$ cat config.mk
export PLATFORM = sky130hd
export DESIGN_NAME = seg_scan_master
export DESIGN_NICKNAME = d
export VERILOG_FILES = /design/src/rtl/seg_scan_master_pkg.sv /design/src/rtl/seg_scan_master_hex_to_seg7.sv /design/src/rtl/seg_scan_master.sv
export SDC_FILE = /design/constraint.sdc
export NUM_CORES = 1
export LEC_CHECK = 0
export ABC_AREA = 1
export CAP_MARGIN = 30
export CORE_MARGIN = 2
export CORE_UTILIZATION = 60
export DETAILED_ROUTE_END_ITERATION = 10
export DONT_BUFFER_PORTS = 1
export GPL_ROUTABILITY_DRIVEN = 0
export PLACE_DENSITY = 0.72
export SYNTH_ARGS = -nofsm -noshare
export SYNTH_HDL_FRONTEND = slang
export SYNTH_SLANG_ARGS = --single-unit
$ cat constraint.sdc
create_clock -name clk -period 2.5 [get_ports clk]
set_input_delay 0.5 -clock clk [delete_from_list [all_inputs] [get_ports clk]]
set_output_delay 0.5 -clock clk [all_outputs]
set_load 0.01 [all_outputs]
$ cat src/rtl/seg_scan_master_pkg.sv
// Shared definitions for the seven-segment scan master: FSM encoding, segment
// table and default bus addresses, also used by the data-memory MMIO decode.
package seg_scan_master_pkg;

  localparam logic [31:0] SRC_ADDR_DEFAULT  = 32'h0000_07FC;
  localparam logic [31:0] DISP_ADDR_DEFAULT = 32'h4000_0010;

  // Wide enough for SCAN_DIV-1 with SCAN_DIV up to 2^20.
  localparam int CNT_W = 20;

  typedef enum logic [2:0] {
    ST_IDLE,
    ST_WAIT,
    ST_READ,
    ST_DECODE,
    ST_WRITE
  } state_t;

  // Bit order {dp,g,f,e,d,c,b,a}, active-high, dp always off; index 15 leftmost.
  localparam logic [15:0][7:0] SEG_TABLE = {
    8'h71, 8'h79, 8'h5E, 8'h39, 8'h7C, 8'h77, 8'h6F, 8'h7F,
    8'h07, 8'h7D, 8'h6D, 8'h66, 8'h4F, 8'h5B, 8'h06, 8'h3F
  };

  function automatic logic [3:0] digit_to_an(input logic [1:0] idx);
    return 4'b0001 << idx;
  endfunction

endpackage

$ cat src/rtl/seg_scan_master_hex_to_seg7.sv
// Combinational hex nibble to seven-segment pattern decoder.
module hex_to_seg7
  import seg_scan_master_pkg::*;
(
  input  logic [3:0] nibble,
  output logic [7:0] seg
);

  assign seg = SEG_TABLE[nibble];

endmodule

$ cat src/rtl/seg_scan_master.sv
// Bus master that periodically reads four hex digits from data memory and
// writes one multiplexed digit (anode + segments) per scan period to the display.
module seg_scan_master
  import seg_scan_master_pkg::*;
#(
  parameter logic [31:0] SRC_ADDR  = SRC_ADDR_DEFAULT,
  parameter logic [31:0] DISP_ADDR = DISP_ADDR_DEFAULT,
  parameter int          SCAN_DIV  = 100000
) (
  input  logic        clk,
  input  logic        reset,
  input  logic        i_enable,
  input  logic        i_grant,
  input  logic [31:0] i_ReadData,
  output logic        o_req,
  output logic [31:0] o_addr,
  output logic [31:0] o_WriteData,
  output logic        o_MemRead,
  output logic        o_MemWrite,
  output logic        o_busy,
  output logic [1:0]  o_digit
);

  localparam logic [CNT_W-1:0] CNT_LOAD = CNT_W'(SCAN_DIV - 1);

  state_t           state, state_next;
  logic [CNT_W-1:0] cnt;
  logic [15:0]      digit_reg;
  logic [7:0]       seg_reg;
  logic [7:0]       seg;
  logic             unused_hi;

  assign unused_hi = ^i_ReadData[31:16];

  hex_to_seg7 u_hex_to_seg7 (
    .nibble (digit_reg[4*o_digit +: 4]),
    .seg    (seg)
  );

  // NOTE: state is updated with non-blocking assignments so every register
  // samples the pre-edge values, independent of statement order.
  always_ff @(posedge clk) begin
    if (reset) begin
      state     <= ST_IDLE;
      cnt       <= '0;
      digit_reg <= '0;
      seg_reg   <= '0;
      o_digit   <= '0;
    end else begin
      state <= state_next;
      case (state)
        ST_IDLE:   if (i_enable) cnt <= CNT_LOAD;
        ST_WAIT:   if (cnt != '0) cnt <= cnt - 1'b1;
        ST_READ:   if (i_grant) digit_reg <= i_ReadData[15:0];
        ST_DECODE: seg_reg <= seg;
        ST_WRITE: begin
          if (i_grant) begin
            o_digit <= o_digit + 2'd1;
            if (i_enable) cnt <= CNT_LOAD;
          end
        end
        default: ;
      endcase
    end
  end

  // NOTE: every output of this block gets a default first, so no path can
  // leave a value unassigned and infer a latch.
  always_comb begin
    state_next  = state;
    o_req       = 1'b0;
    o_addr      = '0;
    o_WriteData = '0;
    o_MemRead   = 1'b0;
    o_MemWrite  = 1'b0;
    case (state)
      ST_IDLE: if (i_enable) state_next = ST_WAIT;
      ST_WAIT: begin
        if (!i_enable)        state_next = ST_IDLE;
        else if (cnt == '0)   state_next = ST_READ;
      end
      ST_READ: begin
        o_req     = 1'b1;
        o_addr    = SRC_ADDR;
        o_MemRead = i_grant;
        if (i_grant) state_next = ST_DECODE;
      end
      ST_DECODE: state_next = ST_WRITE;
      ST_WRITE: begin
        o_req       = 1'b1;
        o_addr      = DISP_ADDR;
        o_WriteData = {20'h0, digit_to_an(o_digit), seg_reg};
        o_MemWrite  = i_grant;
        // The access finishes regardless of i_enable; only the follow-on state depends on it.
        if (i_grant) state_next = i_enable ? ST_WAIT : ST_IDLE;
      end
      default: state_next = ST_IDLE;
    endcase
  end

  assign o_busy = (state != ST_IDLE);

endmodule
==> metrics.csv <==
metric,value,unit
area delta synth->final,-3.121,%
post-synthesis mux area share,0,%
Setup CP Type,flip-flop to output pin,
outcome,completed,
Simple-Gate Fraction of Synth Area,30.77,%
port bufs,0,
initial antenna violation count,0,
grt ovf,0,
pin count of the biggest net entering global routing,28,
fin crit period,2133,ps
post_cts resized,0,
P_leak,1.625,nW
Startpoint Class,flip-flop,
TritonCTS Buffers,5,
WL met2,3.460,mm
post-route insts no fill,581,
Core ar.,5507,um2
max FFs per register,20,
Post-Synth Adder-Cell Area,4.774,%
Synth Area per Inst,6.539,um2
CP arrival,1630,ps
Post-Route M1 WL,2.986,mm
vias in the first global route,2739,
Layout Nets,557,
routed length on met3,272,um
placed insts,573,
wire per inst,11.74,um
"CTS clk-pin slew, worst paths",90,ps
worst-path fanout max,14,
final hold vios,0,
Hold Buf Count CTS,0,
Setup TNS,0,ps
post-synthesis xor/xnor area fraction,1.028,%
row count,27,
Starting Density,61.87,%
full die area,6297,um2
H-tree depth,2,
clock sinks,48,
"flops & latches, synth",48,
synth unique cells,36,
DRC,0,
Yosys warnings,0,
Total GRT Usage,22.92,%
Routed Antenna Nets,0,
critical path cell sequence,nor2_2 > nand2_1 > nor2_1,
die width,79.36,um
# diodes,0,
Max Clk Rate,468.7,MHz
worst hold slack,245.7,ps
largest family of logic cells by synthesized area,simple AND/OR/NAND/NOR gates,
Worst VDD drop,507.7,uV
Synth Cell Area,3407,um2
worst slew pin tran,700.7,ps
Post-DP HPWL,5.153,mm
postcts setup bufs,0,
P per Cell Area,1017,nW/um2
TritonRoute pass-1 iters,4,
Max Cap Viol,0,
Die H,79.36,um
Max Root-Sink Buffers,2,
max incr delay on CP,480,ps
worst min path class,input pin to flip-flop,
DR top layer,met4,
# IOs,106,
CP Buf/Inv Count,0,
Synth Area in Compound Gates,13.04,%
Critical Path RT,2000,ps
"CP delay by family, top",simple AND/OR/NAND/NOR gates,
RSZ-0062 raised after global routing,no,
Synth Instances,521,
slew margin rel.,53.23,%
first-pass GRT wire length,11.57,mm
Critical-path top delay cell,nor2_1,
layout cell share with drive strength beyond 1,10.41,%
TritonCTS clock tree,yes,
vias per cell,4.943,
routed vias,2872,
register area share after synthesis,28.20,%
clk_lat worst skew,300,ps
Root Driver,clkbuf_8,
Pins Over Slew Limit,0,
Final Skew,5.707,ps
final setup violation count,0,
1st-iter DRT viols,81,
fin crit share,85.33,%
Worst setup EP type,output pin,
Post-Route WL,6.819,mm
synthesized netlist by cell type (all sizes together):
master,instances,area share (%)
clkbuf,3,0.33
ha,13,4.8
nand2,118,14
and3,2,0.40
clkinv,1,0.11
xor2,4,1.0
buf,63,14
or2,3,0.55
o211ai,3,0.66
o21bai,1,0.22
a32oi,1,0.26
conb,1,0.11
dfxtp,48,28
a21oi,34,6.1
o21ai,37,5.4
nor3,1,0.15
inv,66,7.4
nand3,24,3.8
nor2,87,10
nand3b,2,0.44
a31oi,2,0.37
nand4,7,1.3
worst register-to-register path, cell delays in order, from the launching register on:
cell and delay, ps:
dfxtp_1 360, inv_2 180, nand2_1 70, a32oi_1 400, inv_1 180, ha_1 330, nand3_1 80, nand2_1 50
nand2_1 70, nand2_1 50, o21ai_1 80, a21oi_1 70
final timing paths:
check | from | endpoint | slack (ps) | depth (start not counted)
setup reg to reg | o_digit[0] | seg_reg[3] | 490 | 11
hold reg to reg | digit_reg[1] | digit_reg[1] | 460 | 2
hold / removal | reset | cnt[5] | 250 | 1
setup / recovery | state[0] | o_MemWrite | 370 | 3
kinds of logic after synthesis:
logic type | count (synthesis)
simple gates | 244
buf+inv | 133
compound gates | 78
flops | 48
fa+ha+maj | 13
xor+xnor | 4
other cells | 1
layout make-up:
class	count	area, um2
Fill cell	564	2206
Sequential cell	48	960.9
Tap cell	72	90.09
Clock inverter	3	42.54
Timing Repair Buffer	4	30.03
Inverter	67	256.5
Multi-Input combinational cell	382	1852
Clock buffer	5	68.82
per-stage QoR:
stage | power [W] | util (%) | area, um2 | worst slack, ps
after floorplan | 0.002703 | - | 3565 | 561.9
after detailed placement | 0.002790 | 57.92 | 3189 | 494.4
after global placement | 0.002747 | 57.92 | 3189 | 517.4
after global routing | 0.003690 | 59.94 | 3301 | 228.3
after CTS | 0.003361 | 59.94 | 3301 | 348.4
final | 0.003356 | 59.94 | 3301 | 366.7
routing by layer:
layer  vias up  track usage, %
met4         0           8.103
met5         -               0
met2        53           42.29
met1      1310           25.69
li1       1501               -
met3         8           5.114
cell usage in the layout, fill, tap and decap left out, drive strengths merged:
master and count:
nand2 118, nor2 87, inv 66, dfxtp 48, conb 43, o21ai 37, a21oi 34, nand3 24
ha 13, nand4 7, clkbuf 5, xor2 4, buf 4, o211ai 3, or2 3, a31oi 2
nand3b 2, clkinv 2, and3 2, a32oi 1, nor3 1, o21bai 1, clkinvlp 1, bufinv 1
where the power goes:
group	total, W	internal (W)	switching [W]
combinational	0.00170	0.000517	0.00118
sequential	0.00109	0.000938	0.000150
clock	0.000569	0.000296	0.000272
total	0.00336	0.00175	0.00161
No activity file was read; power rests on OpenSTA's default activity.
